--- config.mk ---
export PLATFORM = sky130hd
export DESIGN_NAME = clk_div_multi_flat
export DESIGN_NICKNAME = d
export VERILOG_FILES = /design/src/rtl/clk_div_multi_pkg.sv /design/src/rtl/clk_div_multi_if.sv /design/src/rtl/clk_div_multi_chan.sv /design/src/rtl/clk_div_multi.sv /design/src/flat_wrapper.sv
export SDC_FILE = /design/constraint.sdc
export NUM_CORES = 1
export LEC_CHECK = 0
export ABC_AREA = 0
export CAP_MARGIN = 10
export CELL_PAD_IN_SITES_DETAIL_PLACEMENT = 0
export CELL_PAD_IN_SITES_GLOBAL_PLACEMENT = 2
export CORE_ASPECT_RATIO = 1.5
export CORE_MARGIN = 1
export CORE_UTILIZATION = 35
export CTS_CLUSTER_DIAMETER = 100
export DETAILED_ROUTE_END_ITERATION = 10
export PLACE_DENSITY_LB_ADDON = 0.25
export SYNTH_ARGS = -nofsm -noshare
export SYNTH_HDL_FRONTEND = slang
export SYNTH_SLANG_ARGS = --single-unit
--- constraint.sdc ---
create_clock -name clk -period 2 [get_ports clk]
set_clock_uncertainty 0.05 [all_clocks]
set_input_delay 0.3 -clock clk [delete_from_list [all_inputs] [get_ports clk]]
set_output_delay 0.3 -clock clk [all_outputs]
set_load 0.02 [all_outputs]
--- src/rtl/clk_div_multi_pkg.sv ---
`default_nettype none
// +------------------------------------------------------------------------+
// | Module      : clk_div_pkg                                              |
// | Description : Shared constants and helpers for the multi-channel       |
// |               clock divider (counter width, reset divisor, system      |
// |               clock rate, divisor-from-frequency helper).              |
// | Revision    : 1.0 - initial release                                    |
// +------------------------------------------------------------------------+
package clk_div_pkg;

    localparam int                       CNT_W_DEFAULT = 26;
    localparam logic [CNT_W_DEFAULT-1:0] DEFAULT_DIV   = 26'd20000000;
    localparam int unsigned              SYS_CLK_HZ    = 100_000_000;

    // Half-period divisor producing an output of f Hz from the system clock.
    function automatic logic [CNT_W_DEFAULT-1:0] div_for_hz(input int unsigned f);
        int unsigned v;
        v = SYS_CLK_HZ / (2 * f) - 1;
        return v[CNT_W_DEFAULT-1:0];
    endfunction

    // Channel-select width; a single channel still needs a 1-bit select.
    function automatic int ch_width(input int n);
        return (n > 1) ? $clog2(n) : 1;
    endfunction

endpackage
`default_nettype wire

--- src/rtl/clk_div_multi_if.sv ---
`default_nettype none
// +------------------------------------------------------------------------+
// | Module      : clk_div_multi_if                                         |
// | Description : Enable/configuration inputs and divided-clock outputs    |
// |               of clk_div_multi, bundled with master/slave views.       |
// | Revision    : 1.0 - initial release                                    |
// +------------------------------------------------------------------------+
interface clk_div_multi_if
    import clk_div_pkg::*;
#(
    parameter int N_CH  = 4,
    parameter int CNT_W = CNT_W_DEFAULT
);

    localparam int CH_W = ch_width(N_CH);

    logic [N_CH-1:0]  en;
    logic             cfg_we;
    logic [CH_W-1:0]  cfg_ch;
    logic [CNT_W-1:0] cfg_div;
    logic [N_CH-1:0]  clk_o;
    logic [N_CH-1:0]  tick_o;
    logic [N_CH-1:0]  pend_o;

    modport master (
        output en, cfg_we, cfg_ch, cfg_div,
        input  clk_o, tick_o, pend_o
    );

    modport slave (
        input  en, cfg_we, cfg_ch, cfg_div,
        output clk_o, tick_o, pend_o
    );

endinterface
`default_nettype wire

--- src/rtl/clk_div_multi_chan.sv ---
`default_nettype none
// +------------------------------------------------------------------------+
// | Module      : clk_div_chan                                             |
// | Description : One divider channel: half-period counter, active and     |
// |               pending divisor, registered square wave and rising tick. |
// | Revision    : 1.0 - initial release                                    |
// +------------------------------------------------------------------------+
module clk_div_chan
    import clk_div_pkg::*;
#(
    parameter int               CNT_W       = CNT_W_DEFAULT,
    parameter logic [CNT_W-1:0] DEFAULT_DIV = CNT_W'(clk_div_pkg::DEFAULT_DIV)
) (
    input  wire logic             clk,
    input  wire logic             rst,
    input  wire logic             i_en,
    input  wire logic             i_we,
    input  wire logic [CNT_W-1:0] i_div,
    input  wire logic             i_sync,
    output logic                  o_clk,
    output logic                  o_tick,
    output logic                  o_pend
);

    logic [CNT_W-1:0] r_count;
    logic [CNT_W-1:0] r_div_act;
    logic [CNT_W-1:0] r_div_pend;
    logic             r_pend;
    logic             r_clk;
    logic             r_tick;

    // Count half-periods; a pending divisor only takes effect at count 0 or while idle,
    // so the counter can never pass div_act. A write in the same cycle re-arms pending.
    always_ff @(posedge clk) begin
        if (rst) begin
            r_count    <= '0;
            r_div_act  <= DEFAULT_DIV;
            r_div_pend <= DEFAULT_DIV;
            r_pend     <= 1'b0;
            r_clk      <= 1'b0;
            r_tick     <= 1'b0;
        end else begin
            if (i_sync) begin
                r_count <= '0;
                r_clk   <= 1'b0;
                r_tick  <= 1'b0;
            end else if (!i_en) begin
                r_count <= '0;
                r_clk   <= 1'b0;
                r_tick  <= 1'b0;
                if (r_pend) begin
                    r_div_act <= r_div_pend;
                    r_pend    <= 1'b0;
                end
            end else if (r_count == r_div_act) begin
                r_count <= '0;
                r_clk   <= ~r_clk;
                r_tick  <= ~r_clk;
                if (r_pend) begin
                    r_div_act <= r_div_pend;
                    r_pend    <= 1'b0;
                end
            end else begin
                r_count <= r_count + CNT_W'(1);
                r_tick  <= 1'b0;
            end
            if (i_we) begin
                r_div_pend <= i_div;
                r_pend     <= 1'b1;
            end
        end
    end

    assign o_clk  = r_clk;
    assign o_tick = r_tick;
    assign o_pend = r_pend;

endmodule
`default_nettype wire

--- src/rtl/clk_div_multi.sv ---
`default_nettype none
// +------------------------------------------------------------------------+
// | Module      : clk_div_multi                                            |
// | Description : N_CH independent programmable clock dividers with        |
// |               glitch-free divisor updates. Optional macro              |
// |               CLK_DIV_MULTI_SYNC_EN adds a sync_start input that       |
// |               restarts every channel in phase.                         |
// | Revision    : 1.0 - initial release                                    |
// +------------------------------------------------------------------------+
module clk_div_multi
    import clk_div_pkg::*;
#(
    parameter int               N_CH        = 4,
    parameter int               CNT_W       = CNT_W_DEFAULT,
    parameter logic [CNT_W-1:0] DEFAULT_DIV = CNT_W'(clk_div_pkg::DEFAULT_DIV)
) (
    input  wire logic      clk,
    input  wire logic      rst,
`ifdef CLK_DIV_MULTI_SYNC_EN
    input  wire logic      sync_start,
`endif
    clk_div_multi_if.slave bus
);

    localparam int CH_W = ch_width(N_CH);

    logic            w_sync;
    logic [N_CH-1:0] w_we;
    logic [N_CH-1:0] w_clk;
    logic [N_CH-1:0] w_tick;
    logic [N_CH-1:0] w_pend;

`ifdef CLK_DIV_MULTI_SYNC_EN
    assign w_sync = sync_start;
`else
    assign w_sync = 1'b0;
`endif

    // Out-of-range channel numbers match no channel, so such writes are dropped.
    for (genvar i = 0; i < N_CH; i++) begin : g_ch
        assign w_we[i] = bus.cfg_we && (bus.cfg_ch == CH_W'(i));

        clk_div_chan #(
            .CNT_W       (CNT_W),
            .DEFAULT_DIV (DEFAULT_DIV)
        ) u_chan (
            .clk    (clk),
            .rst    (rst),
            .i_en   (bus.en[i]),
            .i_we   (w_we[i]),
            .i_div  (bus.cfg_div),
            .i_sync (w_sync),
            .o_clk  (w_clk[i]),
            .o_tick (w_tick[i]),
            .o_pend (w_pend[i])
        );
    end

    assign bus.clk_o  = w_clk;
    assign bus.tick_o = w_tick;
    assign bus.pend_o = w_pend;

endmodule
`default_nettype wire

--- src/flat_wrapper.sv ---
// flat-port wrapper written by rule: the top's interface ports become plain ports
module clk_div_multi_flat import clk_div_pkg::*;
#(
    parameter int               N_CH        = 4,
    parameter int               CNT_W       = CNT_W_DEFAULT,
    parameter logic [CNT_W-1:0] DEFAULT_DIV = CNT_W'(clk_div_pkg::DEFAULT_DIV)
)
  (clk, rst, bus_en, bus_cfg_we, bus_cfg_ch, bus_cfg_div, bus_clk_o, bus_tick_o, bus_pend_o);
  clk_div_multi_if #(.N_CH(N_CH), .CNT_W(CNT_W)) bus_i ();
  input  wire logic clk;
  input  wire logic rst;
  input wire logic [$bits(bus_i.en)-1:0] bus_en;
  input wire logic [$bits(bus_i.cfg_we)-1:0] bus_cfg_we;
  input wire logic [$bits(bus_i.cfg_ch)-1:0] bus_cfg_ch;
  input wire logic [$bits(bus_i.cfg_div)-1:0] bus_cfg_div;
  output wire logic [$bits(bus_i.clk_o)-1:0] bus_clk_o;
  output wire logic [$bits(bus_i.tick_o)-1:0] bus_tick_o;
  output wire logic [$bits(bus_i.pend_o)-1:0] bus_pend_o;
  assign bus_i.en = bus_en;
  assign bus_i.cfg_we = bus_cfg_we;
  assign bus_i.cfg_ch = bus_cfg_ch;
  assign bus_i.cfg_div = bus_cfg_div;
  assign bus_clk_o = bus_i.clk_o;
  assign bus_tick_o = bus_i.tick_o;
  assign bus_pend_o = bus_i.pend_o;
  clk_div_multi #(.N_CH(N_CH), .CNT_W(CNT_W), .DEFAULT_DIV(DEFAULT_DIV)) u_core (.clk(clk), .rst(rst), .bus(bus_i));
endmodule
* Yosys cells after proc, flatten, opt, wreduce, memory -nomap -nowiden *
Index checks and enable logic that the tools add are counted.

storage, ports and cells
  register bits = 324
  input port bits = 35
  output and inout port bits = 12
  word-level logic and storage cells = 96

operators by class
  add/sub/neg operators = 4
  equality and inequality tests = 15
  muxes and demuxes = 24
  bitwise gates (word level) = 12
  reductions and logical operators = 17

operator list
  cell                     count
  $mux W26                 12
  $add A26 B1 Y26 const B  4
  $eq A26 B26 Y1           4
  $reduce_or A3 Y1         8
  $mux W1                  12
  $ne A3 B1 Y1 const B     4
  $not A1 Y1               12
  $ne A2 B1 Y1 const B     4
  $reduce_or A2 Y1         4
  $eq A2 B2 Y1 const B     2
  $logic_and A1 B1 Y1      4
  $eq A2 B1 Y1 const B     1
  $logic_not A2 Y1         1

* Logic depth before layout (Yosys ltp) *
  depth after elaboration = 4
  gate-level depth with buffers = 8
  mapped depth without buffers = 6

* Cells and area by module *
A second synthesis with hierarchy kept.

unflattened totals
  cell total of the unflattened synthesis = 1507
  area, all modules = 14815.5 um^2

modules (own cells, without submodules)
  module                                     times used  cells an instance  area each (um^2)  sequential area each (um^2)
  clk_div_chan at u_core.g_ch[0].u_chan ...  3           374                3699.8            1621.6
  clk_div_chan at u_core.g_ch[3].u_chan      1           380                3674.8            1621.6
  clk_div_multi                              1           5                  41.3              0.0

* Worst setup path after synthesis *
OpenSTA, ideal clock, no wires.

  path kind = reg-to-reg
  from = register u_core.g_ch[3].u_chan.r_count[0]
  to = register u_core.g_ch[3].u_chan.r_div_act[10]
  setup time = 72 ps
  data arrival time = 1924 ps
  required time = 1878 ps
  setup slack = -45 ps
  cell stages (with the launch flop) = 8
  buffers on the path = 2
  clock period less this slack = 2045 ps
  cells stage by stage = dfxtp_1 xnor2_1 nand4_1 or4_1 o32ai_1 buf_4 buf_8 mux2i_1

between the ends
  longest elaborated chain between the ends = 2

RTL lines
  element                        line                      RTL
  start, declared                clk_div_multi_chan.sv:25  logic [CNT_W-1:0] r_count;
  start signal, assigned         clk_div_multi_chan.sv:64  r_count <= r_count + CNT_W'(1);
  $eq A26 B26 Y1                 clk_div_multi_chan.sv:55  end else if (r_count == r_div_act) begin
  $ne A2 B1 Y1 (no source line)  n/a
  end signal, assigned           clk_div_multi_chan.sv:52  r_div_act <= r_div_pend;
  end signal, assigned           clk_div_multi_chan.sv:60  r_div_act <= r_div_pend;
  end, declared                  clk_div_multi_chan.sv:26  logic [CNT_W-1:0] r_div_act;

Every way passes these cells.
A chain may end at the register's enable or synchronous reset.

* Worst setup path in the final report *
  from = register u_core.g_ch[2].u_chan.r_count[6]
  to = register u_core.g_ch[2].u_chan.r_div_act[18]

between the ends
  longest elaborated chain between the ends = 2

RTL lines
  element                        line
  start, declared                clk_div_multi_chan.sv:25
  start signal, assigned         clk_div_multi_chan.sv:64
  $eq A26 B26 Y1                 clk_div_multi_chan.sv:55
  $ne A2 B1 Y1 (no source line)  n/a
  end signal, assigned           clk_div_multi_chan.sv:52
  end signal, assigned           clk_div_multi_chan.sv:60
  end, declared                  clk_div_multi_chan.sv:26

Every way passes these cells.

==> out/qor.txt <==
outcome: complete, but fails checks
failing checks: negative setup slack
Post-Syn Area: 14400 um2
mean post-synth cell area: 8.82 um2
clock latency on the worst-skew pair: 0.52 ns
CP max FO: 7
# rows: 90
CTS tree: done
CTS buffer count: 35
slowest stage delay, CP: 0.35 ns
RSZ-0062 raised after global routing: true
CP Cell Sequence: xor2_1 > nor4_1 > nand4_1 > buf_6 > o32ai_4 > buf_6 > buf_12 > mux2i_1
number of synthesis warnings: 0
mux share of post-synthesis cell area: 0.0722
Post-synth ARST share: 0
CP Data Arrival Time: 2.47 ns
WHS: 0.146 ns
Sink Count: 324
Nets: 1822
WP depth: 8
Inst Count DP: 2226
critical path's top delay family: buffers and inverters
1st-iter DRT viols: 533
Mapped Nets: 1674
post-synthesis sequential area ratio: 0.450
Critical Path Sink Type: flop
clk buf depth: 3
Final ANT Viol Nets: 0
Area after DPL: 16300 um2
Max Fclk: 482 MHz
Worst slew margin: 0.635
FF-to-FF path depth: 8
total detailed-routing wirelength: 37800 um
Place WS: -0.139 ns
routed vias: 10.8k
met2 Use GR: 0.329
Critical Path RT: 2.39 ns
Post-Synth Simple-Gate Area: 0.269
# DRC: 0
first-pass GRT wire length: 59800 um
pwr/cell area: 778 nW/um2
Reg-to-Reg Start: u_core.g_ch[2].u_chan.r_count[6]
CP Class: reg2reg
share of cells above drive strength 1: 0.169
initial antenna violation count: 0
total chip power: 14.1 mW
post-DR vias/cell: 4.68
Top FF cell, synth: dfxtp_1
Worst Setup SP: u_core.g_ch[2].u_chan.r_count[6]
Most common cell on crit path: buf_6
XOR/XNOR Fraction of Synth Area: 0.122
grt met1 use: 0.220
Max Cap Violations: 0
I/O pins: 47
die width: 168 um
area fraction in compound gates after synthesis: 0.0368
Final Setup Violations: 92
Min-Delay Path Class: in2reg
GR peak layer: met2
largest net degree at the start of global routing: 49
Cells after Synth: 1635
first drt pass iteration count: 5
number of global-route vias before repair: 10.8k
fill count: 3956
Final Hold Violating Endpoints: 0
final worst-path cycle share: 1.04
GRT overflow: 0
Final min period: 2.08 ns
register area: 6550 um2
Area Growth Syn to Fin: 25.5%
GRT Util Overall: 0.181
Leak Pwr: 6.52 nW
non-filler instance count after layout: 2312
Initial Utilization: 0.357
VDD IR-drop max: 501 uV
R2R Setup Slk: -0.08 ns
Slew Limit Fails: 0
CP endpoint: u_core.g_ch[2].u_chan.r_div_act[18]
Final Instance Area: 18100 um2
Die H: 251 um
clk root buf: clkbuf_16
H-tree depth: 2
CORE AREA: 40400 um2
number of diodes: 0
crit start category: flop
Multi-input gate area: 7480 um2
Synth Area in Adders: 0.00347
Worst R2R End: u_core.g_ch[2].u_chan.r_div_act[18]
Final Wtd Congestion: 0.766
Unique masters post-synth: 46
largest family of logic cells by synthesized area: simple AND/OR/NAND/NOR gates
die area: 42000 um2
Worst-path clk slew: 0.06 ns
register bit total from synthesis: 324
met3 Track Usage GR: 0.0226
post-DP HPWL: 25600 um
PortBufs: 46
CP bufs+invs: 3
Hold Startpoint: rst
Post-synth EDFFs: 0
critical path's slowest cell: dfxtp_1
wire per inst: 16.3 um
final worst slack: -0.0768 ns
Worst-Margin Slew: 0.548 ns
report_power, final:
part | leakage, nW | switching (mW) | total, mW | internal (mW)
clock network | 0.586 | 2.66 | 6.71 | 4.05
logic | 3.29 | 0.427 | 0.775 | 0.348
registers | 2.64 | 0.0574 | 6.61 | 6.55
total | 6.52 | 3.14 | 14.1 | 10.9
Yosys cell counts, drive strengths merged (2+ instances only):
cell | n | area [um2]
dfxtp | 324 | 6490
nand2 | 241 | 905
nor2 | 201 | 754
nand2b | 148 | 926
xor2 | 114 | 998
mux2i | 104 | 1040
xnor2 | 85 | 767
a21oi | 77 | 385
clkbuf | 70 | 263
nand3 | 38 | 190
nor4 | 36 | 231
nand3b | 33 | 248
buf | 32 | 325
nand4 | 32 | 206
inv | 21 | 78.8
nor3 | 16 | 85.1
and4 | 11 | 96.3
and3 | 9 | 56.3
o21ai | 5 | 25.0
or3 | 5 | 31.3
ha | 4 | 50.1
nand4bb | 4 | 55.1
o21bai | 4 | 45.0
o22ai | 4 | 25.0
o32ai | 4 | 50.1
or4 | 4 | 30.0
and2 | 2 | 12.5
or2 | 2 | 12.5
per-stage QoR:
step	utilization	TNS, ns
floorplan	-	0
global placement	0.402	-7.08
detailed placement	0.402	-9.37
CTS	0.443	-5.01
global route	0.448	-16.26
finish	0.448	-2.77
final cells by class:
class / instances / share of cell area
Clock inverter: 9 / 0.00664
Tap cell: 506 / 0.0350
Inverter: 21 / 0.00435
Sequential cell: 324 / 0.362
Clock buffer: 51 / 0.0585
Multi-Input combinational cell: 1188 / 0.413
Timing Repair Buffer: 213 / 0.121
placed cells by master, fill, tap and decap left out, types with 11 or more instances in the layout:
master / count
dfxtp_1: 282
nand2_1: 240
nor2_1: 200
nand2b_1: 148
buf_4: 127
xor2_1: 113
mux2i_1: 104
xnor2_1: 77
a21oi_1: 76
clkdlybuf4s50_1: 45
clkbuf_16: 41
nand3_1: 38
dfxtp_2: 38
nand3b_1: 33
nand4_1: 31
nor4_1: 27
inv_1: 21
buf_12: 18
nor3_1: 15
and4_1: 11
buf_6: 11
registers in the layout (all words and copies together) (netlist names):
| register | cells |
|---|---|
| u_core.g_ch.u_chan.o_clk | 4 |
| u_core.g_ch.u_chan.r_count | 104 |
| u_core.g_ch.u_chan.r_div_act | 104 |
| u_core.g_ch.u_chan.o_tick | 4 |
| u_core.g_ch.u_chan.o_pend | 4 |
| u_core.g_ch.u_chan.r_div_pend | 104 |
how the worst min path moves through the flow:
| stage | to | slack (ns) | cells after the start |
|---|---|---|---|
| final | u_core.g_ch[0].u_chan.r_div_pend[25] | 0.15 | 2 |
| after global routing | u_core.g_ch[0].u_chan.r_div_pend[25] | 0.14 | 2 |
| after CTS | u_core.g_ch[0].u_chan.r_div_pend[1] | 0.11 | 2 |
| after detailed placement | u_core.g_ch[0].u_chan.r_div_pend[2] | 0.40 | 2 |
| after global placement | u_core.g_ch[1].u_chan.r_div_pend[25] | 0.39 | 2 |
| after floorplan | u_core.g_ch[1].u_chan.r_div_pend[10] | 0.37 | 2 |
worst reg2reg max path, stage by stage (launching register included):
cell,delay (ns)
dfxtp_1,0.35
xor2_1,0.15
nor4_1,0.30
nand4_1,0.18
buf_6,0.17
o32ai_4,0.30
buf_6,0.17
buf_12,0.14
mux2i_1,0.20
cell families (layout without fill, tap and decap cells):
family | Yosys count | count (layout)
AOI/OAI and AO/OA | 94 | 94
xor gates and xnor gates | 199 | 199
adders and majority gates | 4 | 4
buffers and inverters | 123 | 294
DFF | 324 | 324
muxes | 104 | 104
and+or+nand+nor | 787 | 787
what timing repair did:
item	in CTS	in global routing
setup buffers	10	6
pin swaps	17	17
hold buffers	0	0
setup endpoints to repair	128	180
gates resized for setup	47	39
cloned	9	5
layer usage:
metal  vias to the layer above  routed length, um
met5                         -                  0
met4                         0               1000
met3                        46                795
met2                        95              19200
met1                      5017              16700
li1                       5657                  -
(Power assumes the default switching activity.)
